File: src/rtl/life_pkg.sv
// Shared Life-engine constants, scanner state encoding and flat grid indexing.
package life_pkg;

  localparam int MAX_I_DEF = 19;
  localparam int MAX_J_DEF = 14;
  localparam int X_W       = 5;
  localparam int Y_W       = 4;
  localparam int SUM_W     = 4;

  typedef enum logic [1:0] {
    S_IDLE,
    S_SCAN,
    S_DRAIN,
    S_COMMIT
  } scan_state_e;

  // Grids are stored row-major: bit y*cols + x holds cell (x, y).
  function automatic int flat_idx(input int x, input int y, input int cols);
    return y * cols + x;
  endfunction

endpackage

File: src/rtl/neighbour_sum.sv
// Combinational 3x3 live-neighbour adder over a flat grid.
// Off-grid neighbours read as dead unless WRAP folds them onto the opposite edge.
module neighbour_sum
  import life_pkg::*;
#(
  parameter int MAX_I = MAX_I_DEF,
  parameter int MAX_J = MAX_J_DEF,
  parameter bit WRAP  = 1'b0
) (
  input  logic [(MAX_I+1)*(MAX_J+1)-1:0] grid,
  input  logic [X_W-1:0]                 x,
  input  logic [Y_W-1:0]                 y,
  output logic [SUM_W-1:0]               sum
);

  localparam int COLS  = MAX_I + 1;
  localparam int ROWS  = MAX_J + 1;
  localparam int CELLS = COLS * ROWS;
  localparam int IDX_W = $clog2(CELLS);

  int               nx;
  int               ny;
  logic [IDX_W-1:0] idx;

  always_comb begin
    sum = '0;
    nx  = 0;
    ny  = 0;
    idx = '0;
    for (int dy = -1; dy <= 1; dy++) begin
      for (int dx = -1; dx <= 1; dx++) begin
        if (!(dx == 0 && dy == 0)) begin
          nx = int'(x) + dx;
          ny = int'(y) + dy;
          if (WRAP) begin
            if (nx < 0) nx = nx + COLS;
            else if (nx > MAX_I) nx = nx - COLS;
            if (ny < 0) ny = ny + ROWS;
            else if (ny > MAX_J) ny = ny - ROWS;
          end
          if (nx >= 0 && nx <= MAX_I && ny >= 0 && ny <= MAX_J) begin
            idx = IDX_W'(flat_idx(nx, ny, COLS));
            sum = sum + SUM_W'(grid[idx]);
          end
        end
      end
    end
  end

endmodule

File: src/rtl/neighbour_scanner.sv
// Life generation sequencer: streams cells with neighbour counts to the rule
// stage, gathers in-order results into a shadow grid and commits them atomically.
//
// state    | meaning
// ---------+-------------------------------------------------------------
// S_IDLE   | grid stable; seed writes and step accepted
// S_SCAN   | emitting cells row-major, results may already be returning
// S_DRAIN  | all cells sent, waiting for the remaining results
// S_COMMIT | shadow copied into the current grid, gen_done follows
module neighbour_scanner
  import life_pkg::*;
#(
  parameter int MAX_I = MAX_I_DEF,
  parameter int MAX_J = MAX_J_DEF,
  parameter bit WRAP  = 1'b0
) (
  input  logic             clk,
  input  logic             clr,
  input  logic             step,
  input  logic             wr_en,
  input  logic [X_W-1:0]   wr_x,
  input  logic [Y_W-1:0]   wr_y,
  input  logic             wr_alive,
  input  logic [X_W-1:0]   rd_x,
  input  logic [Y_W-1:0]   rd_y,
  output logic             rd_alive,
  output logic             cell_valid,
  input  logic             cell_ready,
  output logic [X_W-1:0]   cell_x,
  output logic [Y_W-1:0]   cell_y,
  output logic             cell_alive,
  output logic [SUM_W-1:0] sum_neighbours,
  input  logic             res_valid,
  input  logic             res_alive,
  output logic             busy,
  output logic             gen_done
);

  localparam int COLS  = MAX_I + 1;
  localparam int CELLS = COLS * (MAX_J + 1);
  localparam int IDX_W = $clog2(CELLS);
  localparam logic [X_W-1:0] LAST_X = X_W'(MAX_I);
  localparam logic [Y_W-1:0] LAST_Y = Y_W'(MAX_J);

  scan_state_e      state;
  logic [CELLS-1:0] grid;
  logic [CELLS-1:0] shadow;
  logic [X_W-1:0]   res_x;
  logic [Y_W-1:0]   res_y;

  logic             wr_in_range;
  logic             rd_in_range;
  logic [IDX_W-1:0] wr_idx;
  logic [IDX_W-1:0] rd_idx;
  logic [IDX_W-1:0] cell_idx;
  logic [IDX_W-1:0] res_idx;
  logic             xfer;
  logic             cell_last;
  logic             res_last;

  assign wr_in_range = (wr_x <= LAST_X) && (wr_y <= LAST_Y);
  assign rd_in_range = (rd_x <= LAST_X) && (rd_y <= LAST_Y);
  assign wr_idx      = IDX_W'(flat_idx(int'(wr_x), int'(wr_y), COLS));
  assign rd_idx      = IDX_W'(flat_idx(int'(rd_x), int'(rd_y), COLS));
  assign cell_idx    = IDX_W'(flat_idx(int'(cell_x), int'(cell_y), COLS));
  assign res_idx     = IDX_W'(flat_idx(int'(res_x), int'(res_y), COLS));

  // Display only ever sees the committed grid; the shadow is never visible.
  assign rd_alive   = rd_in_range & grid[rd_idx];
  assign cell_alive = grid[cell_idx];

  assign xfer      = cell_valid & cell_ready;
  assign cell_last = (cell_x == LAST_X) && (cell_y == LAST_Y);
  assign res_last  = (res_x == LAST_X) && (res_y == LAST_Y);

  neighbour_sum #(
    .MAX_I (MAX_I),
    .MAX_J (MAX_J),
    .WRAP  (WRAP)
  ) u_neighbour_sum (
    .grid (grid),
    .x    (cell_x),
    .y    (cell_y),
    .sum  (sum_neighbours)
  );

  always_ff @(posedge clk or negedge clr) begin
    if (!clr) begin
      state      <= S_IDLE;
      grid       <= '0;
      shadow     <= '0;
      cell_x     <= '0;
      cell_y     <= '0;
      res_x      <= '0;
      res_y      <= '0;
      cell_valid <= 1'b0;
      busy       <= 1'b0;
      gen_done   <= 1'b0;
    end else begin
      gen_done <= 1'b0;
      unique case (state)
        S_IDLE: begin
          if (wr_en && wr_in_range) grid[wr_idx] <= wr_alive;
          if (step) begin
            state      <= S_SCAN;
            cell_valid <= 1'b1;
            busy       <= 1'b1;
            cell_x     <= '0;
            cell_y     <= '0;
            res_x      <= '0;
            res_y      <= '0;
          end
        end
        S_SCAN, S_DRAIN: begin
          if (xfer) begin
            if (cell_x == LAST_X) begin
              cell_x <= '0;
              cell_y <= cell_last ? '0 : cell_y + 1'b1;
            end else begin
              cell_x <= cell_x + 1'b1;
            end
            if (cell_last) begin
              cell_valid <= 1'b0;
              state      <= S_DRAIN;
            end
          end
          // A zero-latency rule stage can return the last result on the
          // same edge as the last transfer; COMMIT must win in that case.
          if (res_valid) begin
            shadow[res_idx] <= res_alive;
            if (res_x == LAST_X) begin
              res_x <= '0;
              res_y <= res_last ? '0 : res_y + 1'b1;
            end else begin
              res_x <= res_x + 1'b1;
            end
            if (res_last) begin
              cell_valid <= 1'b0;
              state      <= S_COMMIT;
            end
          end
        end
        S_COMMIT: begin
          grid     <= shadow;
          state    <= S_IDLE;
          busy     <= 1'b0;
          gen_done <= 1'b1;
        end
        default: state <= S_IDLE;
      endcase
    end
  end

endmodule

File: config.mk
export PLATFORM = sky130hd
export DESIGN_NAME = neighbour_scanner
export DESIGN_NICKNAME = d
export VERILOG_FILES = /design/src/rtl/life_pkg.sv /design/src/rtl/neighbour_sum.sv /design/src/rtl/neighbour_scanner.sv
export SDC_FILE = /design/constraint.sdc
export NUM_CORES = 2
export LEC_CHECK = 0
export ABC_CLOCK_PERIOD_IN_PS = 13700
export BUFFER_PORTS_ARGS = -buffer_cell sky130_fd_sc_hd__buf_2
export CELL_PAD_IN_SITES_DETAIL_PLACEMENT = 1
export CELL_PAD_IN_SITES_GLOBAL_PLACEMENT = 1
export CORE_MARGIN = 1
export CORE_UTILIZATION = 30
export DETAILED_ROUTE_END_ITERATION = 16
export PLACE_DENSITY_LB_ADDON = 0.1
export SLEW_MARGIN = 10
export SYNTH_ARGS = -nofsm -noshare
export SYNTH_HDL_FRONTEND = slang
export SYNTH_SLANG_ARGS = --single-unit
File: constraint.sdc
create_clock -name clk -period 13.7 [get_ports clk]
set_clock_uncertainty 0.2 [all_clocks]
set_input_delay 2.74 -clock clk [delete_from_list [all_inputs] [get_ports clk]]
set_output_delay 2.74 -clock clk [all_outputs]
set_load 0.1 [all_outputs]
* After elaboration in Yosys (flattened, before gate mapping)
Index checks and enable logic that the tools add are counted.
** Storage, ports and cells
- Bits in registers :: 623
- Bits in latches :: 0
- Bits in writable memories :: 0
- ROM bits :: 0
- Bits of input ports :: 26
- Output and inout port bits :: 18
- Word-level logic and storage cells :: 192
- Memories :: 0
** Operators by class
- Add/sub/neg operators :: 27
- Multipliers :: 6
- Divide/modulo/power cells :: 0
- $lt $le $gt $ge :: 30
- Eq/ne operators :: 13
- Shift operators :: 0
- Muxes and demuxes :: 66
- Bitwise operators :: 2
- Reduce and logical (&&, ||, !) cells :: 38
** Operators with widths (count)
- bitwise mux 300 bit :: 2
- one-hot mux 300 bit (2 select lines) :: 1
- two-way mux 300 bit :: 1
- less-than comparator 9 x 10 -> 1 bit (second input constant) :: 12
- >= comparator 32 x 1 -> 1 bit (second input constant) :: 3
- binary-select mux 1 bit (select 9 bit) :: 10
- less-or-equal comparator 32 x 5 -> 1 bit (second input constant) :: 2
- multiplier 32 x 4 -> 7 bit (second input constant) :: 2
- two-way mux 4 bit :: 14
- less-or-equal comparator 32 x 6 -> 1 bit (second input constant) :: 1
- multiplier 4 x 3 -> 7 bit (second input constant) :: 4
- adder 9 x 5 -> 9 bit :: 3
- adder 9 x 6 -> 9 bit :: 3
- adder 9 x 7 -> 9 bit :: 3
- adder 9 bit :: 3
- logical AND 1 bit :: 26
- two-way mux 5 bit :: 5
- adder 4 x 1 -> 4 bit :: 6
- one-hot mux 5 bit (2 select lines) :: 2
- two-way mux 1 bit :: 19
- demux 1 bit (select 9 bit) :: 2
- >= comparator 9 x 1 -> 1 bit (second input constant) :: 2
- one-hot mux 4 bit (2 select lines) :: 2
- less-or-equal comparator 5 bit (second input constant) :: 3
- 26 further kinds :: 51

* Logic depth before layout (Yosys ltp)
- Depth after elaboration :: 20
- Gate-level depth with buffers :: 41
- Depth with buffers taken out :: 37

* Hierarchy
Synthesis repeated with hierarchy kept, for this count alone.
** Unflattened totals
- Cells, all modules :: 4676
- Area, all modules :: 50175.6 um^2
** Modules (own cells, without submodules)
- neighbour_scanner :: instances 1, cells an instance 3497, area an instance 35718.0 um^2, seq. area each 15590.0 um^2
- neighbour_sum :: instances 1, cells an instance 1179, area an instance 14457.6 um^2, seq. area each 0.0 um^2

* Worst setup path after synthesis
Ideal clock, no wire load.
- Kind :: reg-to-output
- From :: register cell_y[0]
- To :: output sum_neighbours[2]
- Arrival :: 10.005 ns
- Required time :: 10.760 ns
- Path slack :: 0.755 ns
- Stages on the path, launching flop included :: 36
- Path buffers :: 0
- Cells stage by stage :: dfrtp_1 -> inv_1 -> ha_1 -> inv_1 -> ha_1 -> ha_1 -> fa_1 -> ha_1 -> a21boi_0 -> o21a_1 -> or3_1 -> and2_1 -> nor4b_1 -> o21ai_2 -> inv_1 -> ha_1 -> nand2_1 -> o22ai_1 -> ha_1 -> nand2_1 -> o21ai_0 -> nand2b_1 -> o21ai_2 -> ha_1 -> mux2_4 -> ha_1 -> mux2_4 -> ha_1 -> nor3_1 -> nor3_1 -> ha_1 -> ha_1 -> mux2_2 -> ha_1 -> nand2_1 -> xnor2_1
** On the way
- Longest elaborated chain between the ends :: 20
- Elaborated cells on any way between the ends :: 66
- Classes of those cells :: add/sub (17); mul (3); order compare (6); mux (24); reduce/logical (16)
** RTL lines
- from (decl) :: line neighbour_scanner.sv:30 : output logic [Y_W-1:0] cell_y,
- from (signal assigned) :: line neighbour_scanner.sv:118 : cell_y <= cell_last ? '0 : cell_y + 1'b1;
- adder 5 x 1 -> 6 bit :: line neighbour_sum.sv:34 : ny = int'(y) + dy;
- multiplier 32 x 4 -> 7 bit :: line life_pkg.sv:19 : return y * cols + x;
- adder 9 x 7 -> 9 bit :: line life_pkg.sv:19
- binary-select mux 1 bit (select 9 bit) :: line neighbour_sum.sv:43 : sum = sum + SUM_W'(grid[idx]);
- two-way mux 1 bit (not written as such) :: line neighbour_sum.sv:43
- two-way mux 1 bit :: line neighbour_sum.sv:41 : if (nx >= 0 && nx <= MAX_I && ny >= 0 && ny <= MAX_J) begin
- adder 1 x 1 -> 2 bit :: line neighbour_sum.sv:43
- two-way mux 4 bit :: line neighbour_sum.sv:41
- [4 not listed]
- adder 4 x 1 -> 4 bit :: line neighbour_sum.sv:43
- two-way mux 4 bit :: line neighbour_sum.sv:41
- adder 4 x 1 -> 4 bit :: line neighbour_sum.sv:43
- two-way mux 4 bit :: line neighbour_sum.sv:41
- adder 4 x 1 -> 4 bit :: line neighbour_sum.sv:43
- two-way mux 4 bit :: line neighbour_sum.sv:41
- adder 4 x 1 -> 4 bit :: line neighbour_sum.sv:43
- two-way mux 4 bit (*) :: line neighbour_sum.sv:41
- to (decl) :: line neighbour_scanner.sv:32 : output logic [SUM_W-1:0] sum_neighbours,
Every way passes the cells marked *; elsewhere a longest branch is shown, timed or not. The select of a mux whose other input is x is not followed.

* Final worst setup path
- From :: register cell_y[1]
- To :: output sum_neighbours[1]
Same word-level chain as after synthesis.

==> out/metrics.yaml <==
logic_synthesis:
  yosysMostFrequentCell: "nor2_1"
  synth_top_area_share_pct: 32.2
  netlist.top_cell.by_area: "dfrtp_1"
  yosysWarnings: 0
  synthCells: 4743
  synthTopCellsByArea: "dfrtp_1, mux4_2, mux2_2"
  synth-seq-area-share_pct: 32.2
  ys_async_sr_fraction_pct: 100
  avgSynthCellArea_um2: 10.2
  synth.area.mux_share_pct: 34.1
  synth_top_cells_by_count: "nor2_1, a21oi_1, dfrtp_1"
  synth_top_family_by_area: "multiplexers"
  synth_compound_area_share_pct: 13.1
  synth-simple-area-share_pct: 11.3
  synth_ff_type: "dfrtp_1"
  synth_cell_types: 77
  syn_area_mm2: 0.0485
  synth_edf_count: 0
  synth-seq-cells: 623
  synth_fa_ha_area_share_pct: 3.48
  synth_xor_area_share_pct: 1.76
  synth_nets: 4893
power_and_ir_drop:
  irDropWorstVdd_mv: 0.148
  cellPowerDensity_mw_per_mm2: 147
  power_leakage_nw: 21.6
cts:
  cts.repair.resized: 0
  tritoncts.num_buffers: 85
  cts-root-buf: "clkbuf_16"
  path_clk_slew_ns: 0.06
  clock_path_buffers: 3
  postCtsHoldBufs: 0
  htreeDepth: 3
  clock_sinks: 623
  worstSkewPairLatency_ns: 0.70
  post-cts-setup-buffer-count: 0
  cts_tree: "built"
timing:
  worst_slew_pin_slew_ns: 1.27
  whs_ns: 0.301
  fin_setup_tns_ns: 0
  finalSetupViolCount: 0
  fin_ws_ns: 0.565
  fin_crit_sh_pct: 95.9
  final_hold_viol_count: 0
  period_needed_ns: 13.14
  max_slew_margin_pct: 15.3
  report.final.slew_viol_count: 0
  grt_setup_unrepaired: "no"
  fmax_ghz: 0.0761
final_layout:
  drive_gt1_share_pct: 27.3
  n_fill_cell: 17899
  final_cells: 6840
  final_nets: 4760
  regArea_mm2: 0.0156
  syn2layout_area_growth_pct: 11.8
  final_util_pct: 33.8
  multi_input_area_mm2: 0.0314
worst_setup_path:
  crit_arrival_ns: 10.20
  critPathCaptureType: "output port"
  cpPeakStageDelay_ns: 0.70
  slowest_stage: "fa_1"
  critPathRequiredTime_ns: 10.76
  critPathKind: "flop to output port"
  worstPathMaxFanout: 14
  cpMostUsedCell: "ha_1"
  cp-start-kind: "flop"
routing:
  wirelength_mm: 244
  wl_per_cell_um: 35.7
  drc: 0
  route.vias.total: 42524
  drtIter0Drc: 4482
  ant_nets: 0
  via_per_inst: 6.22
  drt_pass1_iterations: 5
die:
  dieHeight_um: 404
  initial_core_util_pct: 30.2
  ios: 44
  core_mm2: 0.160
  core.rowCount: 147
  die-area_mm2: 0.163
  die_x_um: 404
grt:
  grt_usage_pct: 29.8
  grt_pass1_vias: 42021
  grt_pass1_wl_mm: 345
  antenna_found_initial: 17
  grt_overflow: 0
  grt_max_degree: 144
outcome:
  outcome: "finished clean"
job:
  drv_cap: 0
hold_path:
  hp-class: "flop to flop"
placement:
  dpl.hpwl_mm: 158
  numPortBuffers: 43
  detailedPlace.worstSlack_ns: 1.08
  dp.cells: 6683
  gp_congestion: 0.933
[through the flow]
stage | total power [mW] | cell area, µm²
2_1_floorplan | 4.43 | 48500
3_3_place_gp | 5.60 | 51400
3_5_place_dp | 5.63 | 51400
4_1_cts | 7.98 | 54200
5_1_grt | 8.26 | 54200
6_report | 7.95 | 54200
[placed cells by master, fill, tap and decap left out, types with 23 or more instances in the layout]
cell type / count
xnor2_1: 48
nor2b_1: 24
inv_1: 41
mux2_2: 351
nor3_1: 29
clkbuf_8: 23
ha_1: 99
buf_4: 151
mux2i_1: 102
xor2_1: 34
nor2_2: 26
o21ai_0: 95
a21oi_1: 653
nor2_1: 913
mux4_2: 486
nand3_1: 26
clkbuf_16: 87
buf_2: 36
dfrtp_1: 621
nand2_1: 204
o22ai_1: 264
[metal layers]
metal,up-vias,share of wire (%),GRT usage (%),routed length [µm]
met3,427,7.0,4.74,17200
met1,22773,43,41.3,105000
met4,6,5.5,15.0,13500
met2,1796,44,44.8,108000
met5,-,0.015,0,36
li1,17522,-,-,-
[registers in the layout, summed over array words and instances (netlist names), 2 cells and up]
register	flops
cell_x	5
grid	300
cell_y	4
shadow	300
res_y	4
res_x	5
state	2
[cell type report]
| cell class | count | area share (%) |
|---|---|---|
| clock buffer | 131 | 4.73 |
| sequential | 623 | 28.8 |
| inverter | 43 | 0.298 |
| timing repair buffer | 199 | 2.83 |
| antenna | 3 | 0.0139 |
| clock inverter | 23 | 0.494 |
| tap | 2160 | 4.99 |
| multi-input combinational | 3658 | 57.9 |
[cell families (layout without fill, tap and decap cells)]
group,after synthesis,count (layout)
AO/OA/AOI/OAI,1128,1128
XOR/XNOR,96,96
adder cells (fa/ha/maj),124,124
buffers and inverters,462,396
flip-flops,623,623
multiplexers,964,964
other,0,3
AND/OR/NAND/NOR,1346,1346
[critical path, delay by kind of cell (launching register included)]
kind,cells,cell delay [ns]
XOR/XNOR,1,0.57
buffers and inverters,4,0.85
multiplexers,4,1.14
flip-flops,1,0.65
AO/OA/AOI/OAI,5,0.70
adder cells (fa/ha/maj),13,4.48
AND/OR/NAND/NOR,7,1.09
[power by group]
group          internal, mW  switching (mW)
clock network          1.36           0.962
registers              1.94           0.108
logic                  1.26            2.32
total                  4.56            3.39
[worst paths after layout]
| kind | slack, ns | to | startpoint | cells after the start |
|---|---|---|---|---|
| worst max register to register | 8.54 | shadow[86]$_DFFE_PN0P_ | res_y[1]$_DFFE_PN0P_ | 10 |
| min in group asynchronous | 1.87 | grid[211]$_DFFE_PN0P_ | clr | 1 |
| max in group asynchronous | 9.16 | shadow[190]$_DFFE_PN0P_ | clr | 3 |
| worst max-delay path | 0.56 | sum_neighbours[1] | cell_y[1]$_DFFE_PN0P_ | 34 |
| worst min register to register | 0.30 | shadow[174]$_DFFE_PN0P_ | shadow[174]$_DFFE_PN0P_ | 1 |
| worst min-delay path | 0.30 | shadow[174]$_DFFE_PN0P_ | shadow[174]$_DFFE_PN0P_ | 1 |
Power figures use the tool's default switching activity.
